--- src/rtl/sram_port_pkg.sv ---
// Shared constants and helpers for the single-port SRAM initiator.
package sram_port_pkg;

    // Idle levels of the active-low macro pins
    localparam logic CSB_IDLE = 1'b1;
    localparam logic WEB_IDLE = 1'b1;

    // Width of the optional accepted-read/accepted-write counters
    localparam int unsigned STATS_W = 16;

    // Bits needed to hold a credit count in 0..max_credits
    function automatic int unsigned credit_w(input int unsigned max_credits);
        return (max_credits < 2) ? 1 : $clog2(max_credits + 1);
    endfunction

endpackage

--- src/rtl/sram_rsp_fifo.sv ---
// First-word-fall-through response FIFO; depth need not be a power of two.
module sram_rsp_fifo #(
    parameter int unsigned DATA_WIDTH = 2,
    parameter int unsigned RSP_DEPTH  = 2
) (
    input  logic                             clk,
    input  logic                             rst,
    input  logic                             i_push,
    input  logic                             i_pop,
    input  logic [DATA_WIDTH-1:0]            i_wdata,
    output logic [DATA_WIDTH-1:0]            o_rdata,
    output logic                             o_valid,
    output logic [$clog2(RSP_DEPTH+1)-1:0]   o_count
);

    localparam int unsigned PTR_W = (RSP_DEPTH > 1) ? $clog2(RSP_DEPTH) : 1;
    localparam int unsigned CNT_W = $clog2(RSP_DEPTH + 1);

    logic [DATA_WIDTH-1:0] r_mem [RSP_DEPTH];
    logic [PTR_W-1:0]      r_wr_ptr;
    logic [PTR_W-1:0]      r_rd_ptr;
    logic [CNT_W-1:0]      r_count;

    // Pointer increment with wrap at RSP_DEPTH
    function automatic logic [PTR_W-1:0] ptr_inc(input logic [PTR_W-1:0] p);
        return (p == PTR_W'(RSP_DEPTH - 1)) ? '0 : p + PTR_W'(1);
    endfunction

    // Storage, pointers and occupancy; a full push is legal only with a pop
    always_ff @(posedge clk or posedge rst) begin
        if (rst) begin
            for (int unsigned i = 0; i < RSP_DEPTH; i++) begin
                r_mem[i] <= '0;
            end
            r_wr_ptr <= '0;
            r_rd_ptr <= '0;
            r_count  <= '0;
        end else begin
            if (i_push) begin
                r_mem[r_wr_ptr] <= i_wdata;
                r_wr_ptr        <= ptr_inc(r_wr_ptr);
            end
            if (i_pop) begin
                r_rd_ptr <= ptr_inc(r_rd_ptr);
            end
            case ({i_push, i_pop})
                2'b10:   r_count <= r_count + CNT_W'(1);
                2'b01:   r_count <= r_count - CNT_W'(1);
                default: r_count <= r_count;
            endcase
        end
    end

    assign o_rdata = r_mem[r_rd_ptr];
    assign o_valid = (r_count != '0);
    assign o_count = r_count;

    // Credit flow control must make these impossible
    a_no_overflow: assert property (@(posedge clk) disable iff (rst)
        !(i_push && !i_pop && (r_count == CNT_W'(RSP_DEPTH))));
    a_no_underflow: assert property (@(posedge clk) disable iff (rst)
        !(i_pop && (r_count == '0)));

endmodule

--- src/rtl/sram_port0_initiator.sv ---
// Initiator for one OpenRAM single-port macro port: request stream to registered
// pins, fixed-latency read capture, credit-protected response stream.
// Optional accepted-request counters enabled by SRAM_PORT_STATS_EN.
module sram_port0_initiator
    import sram_port_pkg::*;
#(
    parameter int unsigned DATA_WIDTH   = 2,
    parameter int unsigned ADDR_WIDTH   = 4,
    parameter int unsigned READ_LATENCY = 1,
    parameter int unsigned RSP_DEPTH    = 2
) (
    input  logic                  clk0,
    input  logic                  rst0,
    input  logic                  req_valid,
    output logic                  req_ready,
    input  logic                  req_we,
    input  logic [ADDR_WIDTH-1:0] req_addr,
    input  logic [DATA_WIDTH-1:0] req_wdata,
    output logic                  rsp_valid,
    input  logic                  rsp_ready,
    output logic [DATA_WIDTH-1:0] rsp_rdata,
    output logic                  csb0,
    output logic                  web0,
    output logic [ADDR_WIDTH-1:0] addr0,
    output logic [DATA_WIDTH-1:0] din0,
    input  logic [DATA_WIDTH-1:0] dout0
`ifdef SRAM_PORT_STATS_EN
    ,
    input  logic                  stats_clr,
    output logic [STATS_W-1:0]    rd_count,
    output logic [STATS_W-1:0]    wr_count
`endif
);

    localparam int unsigned CRED_W = credit_w(RSP_DEPTH + READ_LATENCY);
    localparam int unsigned CNT_W  = $clog2(RSP_DEPTH + 1);

    logic                  w_accept;
    logic                  w_acc_rd;
    logic                  w_push;
    logic                  w_pop;
    logic [CRED_W-1:0]     w_credits_nxt;
    logic                  w_fifo_valid;
    logic [DATA_WIDTH-1:0] w_fifo_rdata;
    logic [CNT_W-1:0]      w_fifo_count;

    logic [CRED_W-1:0]     r_credits;
    logic                  r_req_ready;
    logic [READ_LATENCY:0] r_rd_pipe;
    logic                  r_csb0;
    logic                  r_web0;
    logic [ADDR_WIDTH-1:0] r_addr0;
    logic [DATA_WIDTH-1:0] r_din0;

    assign w_accept = req_valid && r_req_ready;
    assign w_acc_rd = w_accept && !req_we;
    assign w_push   = r_rd_pipe[READ_LATENCY];
    assign w_pop    = w_fifo_valid && rsp_ready;

    // Credits drop when a read is launched and return when its response is taken
    always_comb begin
        w_credits_nxt = r_credits;
        if (w_acc_rd) begin
            w_credits_nxt = w_credits_nxt - CRED_W'(1);
        end
        if (w_pop) begin
            w_credits_nxt = w_credits_nxt + CRED_W'(1);
        end
    end

    // Credit counter and registered ready, low throughout reset
    always_ff @(posedge clk0 or posedge rst0) begin
        if (rst0) begin
            r_credits   <= CRED_W'(RSP_DEPTH);
            r_req_ready <= 1'b0;
        end else begin
            r_credits   <= w_credits_nxt;
            r_req_ready <= (w_credits_nxt != '0);
        end
    end

    // Is-read shift register; the tail bit marks dout0 as ready to capture
    always_ff @(posedge clk0 or posedge rst0) begin
        if (rst0) begin
            r_rd_pipe <= '0;
        end else begin
            r_rd_pipe <= {r_rd_pipe[READ_LATENCY-1:0], w_acc_rd};
        end
    end

    // Macro pin registers; din0 only changes on writes
    always_ff @(posedge clk0 or posedge rst0) begin
        if (rst0) begin
            r_csb0  <= CSB_IDLE;
            r_web0  <= WEB_IDLE;
            r_addr0 <= '0;
            r_din0  <= '0;
        end else if (w_accept) begin
            r_csb0  <= ~CSB_IDLE;
            r_web0  <= ~req_we;
            r_addr0 <= req_addr;
            if (req_we) begin
                r_din0 <= req_wdata;
            end
        end else begin
            r_csb0  <= CSB_IDLE;
            r_web0  <= WEB_IDLE;
        end
    end

    sram_rsp_fifo #(
        .DATA_WIDTH (DATA_WIDTH),
        .RSP_DEPTH  (RSP_DEPTH)
    ) u_rsp_fifo (
        .clk     (clk0),
        .rst     (rst0),
        .i_push  (w_push),
        .i_pop   (w_pop),
        .i_wdata (dout0),
        .o_rdata (w_fifo_rdata),
        .o_valid (w_fifo_valid),
        .o_count (w_fifo_count)
    );

    assign req_ready = r_req_ready;
    assign rsp_valid = w_fifo_valid;
    assign rsp_rdata = w_fifo_rdata;
    assign csb0      = r_csb0;
    assign web0      = r_web0;
    assign addr0     = r_addr0;
    assign din0      = r_din0;

    // Queued responses plus free credits never exceed the FIFO depth
    a_credit_bound: assert property (@(posedge clk0) disable iff (rst0)
        (32'(r_credits) + 32'(w_fifo_count)) <= RSP_DEPTH);

`ifdef SRAM_PORT_STATS_EN
    logic                  w_acc_wr;
    logic [STATS_W-1:0]    r_rd_count;
    logic [STATS_W-1:0]    r_wr_count;

    assign w_acc_wr = w_accept && req_we;

    // Saturating accepted-request counters; clear wins over increment
    always_ff @(posedge clk0 or posedge rst0) begin
        if (rst0) begin
            r_rd_count <= '0;
            r_wr_count <= '0;
        end else if (stats_clr) begin
            r_rd_count <= '0;
            r_wr_count <= '0;
        end else begin
            if (w_acc_rd && (r_rd_count != '1)) begin
                r_rd_count <= r_rd_count + STATS_W'(1);
            end
            if (w_acc_wr && (r_wr_count != '1)) begin
                r_wr_count <= r_wr_count + STATS_W'(1);
            end
        end
    end

    assign rd_count = r_rd_count;
    assign wr_count = r_wr_count;
`endif

endmodule
--- config.mk ---
export PLATFORM = sky130hd
export DESIGN_NAME = sram_port0_initiator
export DESIGN_NICKNAME = d
export VERILOG_FILES = /design/src/rtl/sram_port_pkg.sv /design/src/rtl/sram_rsp_fifo.sv /design/src/rtl/sram_port0_initiator.sv
export SDC_FILE = /design/constraint.sdc
export NUM_CORES = 1
export LEC_CHECK = 0
export ABC_CLOCK_PERIOD_IN_PS = 2000
export CORE_AREA = 2 2 63 65
export CTS_BUF_LIST = sky130_fd_sc_hd__clkbuf_4 sky130_fd_sc_hd__clkbuf_8
export DETAILED_ROUTE_END_ITERATION = 10
export DIE_AREA = 0 0 65 67
export GPL_TIMING_DRIVEN = 0
export PLACE_DENSITY = 0.56
export RECOVER_POWER = 25
export SLEW_MARGIN = 20
export SYNTH_ARGS = -nofsm -noshare
export SYNTH_HDL_FRONTEND = slang
export SYNTH_SLANG_ARGS = --single-unit
--- constraint.sdc ---
create_clock -name clk0 -period 2 [get_ports clk0]
set_clock_uncertainty 0.2 [all_clocks]
set_input_delay 0.6 -clock clk0 [delete_from_list [all_inputs] [get_ports clk0]]
set_output_delay 0.6 -clock clk0 [all_outputs]
set_load 0.01 [all_outputs]
==> impl_metrics.csv <==
group,metric,value,unit
outcome,status,"complete, no violations",
synth,post_synthesis_cell_type_with_the_largest_combined_area,"dfrtp_1",
grt,number_of_antenna_violations_at_the_first_check_in_global_routing,0,
route,avgRoutedWirePerCell,11.1,um
clocking,clk_transition_reported_paths,0.07,ns
cells_and_area,final_cell_area,1240,um2
sta,grt_setup_unrepaired,"no",
worst_setup_path,category_of_the_worst_setup_path_launch_point,"flip-flop",
synth,mappedNetlistNets,75,
cells_and_area,area_growth,41.4,%
power_and_ir_drop,power_density,1370,nW/um2
cells_and_area,fin_nets,107,
sta,max_slew_margin,0.489,
place,dp_area,1180,um2
worst_setup_path,critical_path.reg2reg.endpoint,"u_rsp_fifo.o_count[1]$_DFFE_PP0P_",
sta,finalSetupViolations,0,
die,die_area,4360,um2
hold_path,hold_path_depth,0,
worst_setup_path,worstPathCellList,"clkdlybuf4s50_1",
synth,yosys.cell_types.count,19,
cells_and_area,layout_common_cells,"17 x dfrtp_1, 15 x clkdlybuf4s50_1, 10 x mux2_2, 4 x xor2_1",
worst_setup_path,critical_path.endpoint_type,"output port",
grt,grt_first_pass_wirelength,2680,um
cells_and_area,diodes,0,
grt,grt_pass1_vias,576,
grt,grt_max_degree,22,
clocking,numClockSinks,21,
hold_path,timing.hold.worst.class,"reg -> reg",
route,drtAntennaViolNets,0,
power_and_ir_drop,vdd_ir_drop_max,0.000434,V
worst_setup_path,worst-r2r-cell-count,6,
clocking,ctsLongestPathBuffers,2,
clocking,cts-buffers-inserted,3,
synth,post_synthesis_mean_instance_area,14.4,um2
route,drt_drc_violations_left,0,
route,first_iter_violations,19,
place,globalplace.congestion,0.639,
sta,final_min_period_over_clock_period,0.972,
synth,dominant_cells_by_area_after_synthesis,"dfrtp_1 51%, mux2_2 15%, dfstp_2 9.0%",
cells_and_area,finalNonFillerCells,140,
synth,yosysSeqAreaShare,0.602,
route,routed_wl,1560,um
sta,final-max-slew-violation-count,0,
clocking,clock-root-buffer,"clkbuf_8",
place,dp_cells,133,
sta,timing.final.crit_period,1.94,ns
run,cap_viol_max_count,0,
worst_setup_path,critPathKind,"reg -> out",
sta,worst_slew_pin_slew,0.765,ns
cells_and_area,layout.area.seq,531,um2
cells_and_area,layout-drive-gt1-share,0.326,
route,route.detailed.vias_per_inst,4.07,
die,die_width,65,um
worst_setup_path,timing.reg2reg.setup_slack,0.29,ns
sta,final_hold_violating_endpoints,0,
sta,max_clock_freq,515,MHz
worst_setup_path,timing.critical_path.buf_inv,1,
worst_setup_path,worst_path_dominant_cell_family,"buffers and inverters",
grt,overall_routing_resource_usage,0.0816,
place,placement.io_buffers,24,
worst_setup_path,reg2reg_from,"u_rsp_fifo.o_count[0]$_DFFE_PP0P_",
synth,yosysTopAreaCellShare,0.512,
route,route.vias.total,570,
die,rows,22,
clocking,cts_tree,"built",
die,top_level_ports,25,
worst_setup_path,crit_fanout,2,
cells_and_area,fillers,366,
hold_path,launch_point_of_the_worst_hold_path,"r_rd_pipe[0]$_DFF_PP0_",
synth,synth.cell_area,880,um2
clocking,clock_latency,0.26,ns
worst_setup_path,worst_ep_required_time,1.20,ns
synth,synth-warning-count,0,
synth,postSynthCellCount,61,
worst_setup_path,worst_ep_arrival_time,1.14,ns
route,number_of_detailed_routing_iterations_run_before_antenna_repair,3,
hold_path,worstHoldEndpoint,"r_rd_pipe[1]$_DFF_PP0_",
worst_setup_path,critical-path-slowest-cell,"clkdlybuf4s50_1",
clocking,htreeDepth,1,
cells_and_area,layout.cells.most_common,"dfrtp_1",
place,hpwl,1200,um
die,floorplan.initialDensity,0.244,
grt,grt_overflow,0,
die,core,3610,um2
power_and_ir_drop,static_leakage_power,0.530,nW
die,die_span_y,67,um
synth,post_synthesis_register_bit_count,21,
cells_and_area,footprint_of_the_multi_input_gates,335,um2
worst_setup_path,cpPeakStageDelay,0.54,ns
==> final cells by class <==
cell class                 instances  area share
multi-input combinational         36       0.270
inverter                           3     0.00905
tap                               48      0.0483
clock buffer                       3      0.0332
timing repair buffer              27       0.200
sequential                        21       0.427
buffer                             1     0.00905
clock inverter                     1     0.00402
==> where the power goes <==
part | total [mW] | switching, mW | internal, mW
Sequential | 0.734 | 0.121 | 0.613
Combinational | 0.698 | 0.277 | 0.421
Clock | 0.270 | 0.132 | 0.139
Total | 1.70 | 0.530 | 1.17
==> repair_timing <==
item,4_1_cts,5_1_grt
resized for setup,14,2
gates cloned,0,0
setup endpoints to repair,6,2
endpoints found under the hold margin,0,0
hold buffers,0,0
setup buffers,3,0
==> worst max path at each step <==
stage | from | end | slack, ns | cells after the start
after detailed placement | req_we | req_ready$_DFF_PP0_ | -0.16 | 6
after global routing | addr0[2]$_DFFE_PP0N_ | addr0[2] | 0.0006 | 1
after CTS | u_rsp_fifo.r_rd_ptr$_DFFE_PP0N_ | rsp_rdata[1] | -0.009 | 2
after floorplan | req_we | req_ready$_DFF_PP0_ | 0.41 | 5
final | addr0[2]$_DFFE_PP0N_ | addr0[2] | 0.06 | 1
after global placement | rsp_ready | u_rsp_fifo.o_count[1]$_DFFE_PP0P_ | -0.15 | 6
==> logic make-up after synthesis <==
| group | Yosys count | synth area share |
|---|---|---|
| flops | 21 | 0.602 |
| xor+xnor | 8 | 0.0882 |
| mux | 12 | 0.154 |
| buf+inv | 4 | 0.0256 |
| compound gates | 3 | 0.0427 |
| fa+ha+maj | 1 | 0.0142 |
| simple gates | 12 | 0.0740 |
==> synthesized netlist by cell type <==
cell	count
o22ai_1	1
dfrtp_1	18
o21ai_4	1
nor2_1	3
inv_1	3
and3b_1	1
mux2_2	12
ha_1	1
nand3_1	2
buf_6	1
xnor2_1	3
xnor2_2	1
nor3b_1	1
nand2_1	3
xor2_1	4
a311oi_2	1
or2_1	1
nor3_2	1
dfstp_2	3
==> registers in the layout, summed over array words and instances, names as in the netlist <==
register / cells
din0: 2
u_rsp_fifo.o_count: 2
csb0: 1
u_rsp_fifo.r_wr_ptr: 1
web0: 1
r_credits: 2
addr0: 4
req_ready: 1
u_rsp_fifo.r_mem: 4
r_rd_pipe: 2
u_rsp_fifo.r_rd_ptr: 1
==> metrics by stage <==
stage | hold WS [ns] | setup TNS, ns | power, mW | setup slack [ns] | util
after floorplan | 0.131 | 0 | 1.13 | 0.415 | -
after global placement | 0.137 | -0.457 | 1.40 | -0.145 | 0.327
after detailed placement | 0.147 | -0.517 | 1.43 | -0.165 | 0.327
after CTS | 0.165 | -0.00918 | 1.74 | -0.00918 | 0.346
after global routing | 0.172 | 0 | 1.82 | 0.000638 | 0.345
final | 0.160 | 0 | 1.70 | 0.0569 | 0.345
==> metal layers <==
layer	track usage	part of all wire	vias to the layer above
met5	0	0	-
met4	0.0160	0.0071	0
met3	0.0422	0.074	2
met2	0.139	0.51	15
met1	0.0912	0.41	285
li1	-	-	268
(Power assumes the default switching activity.)
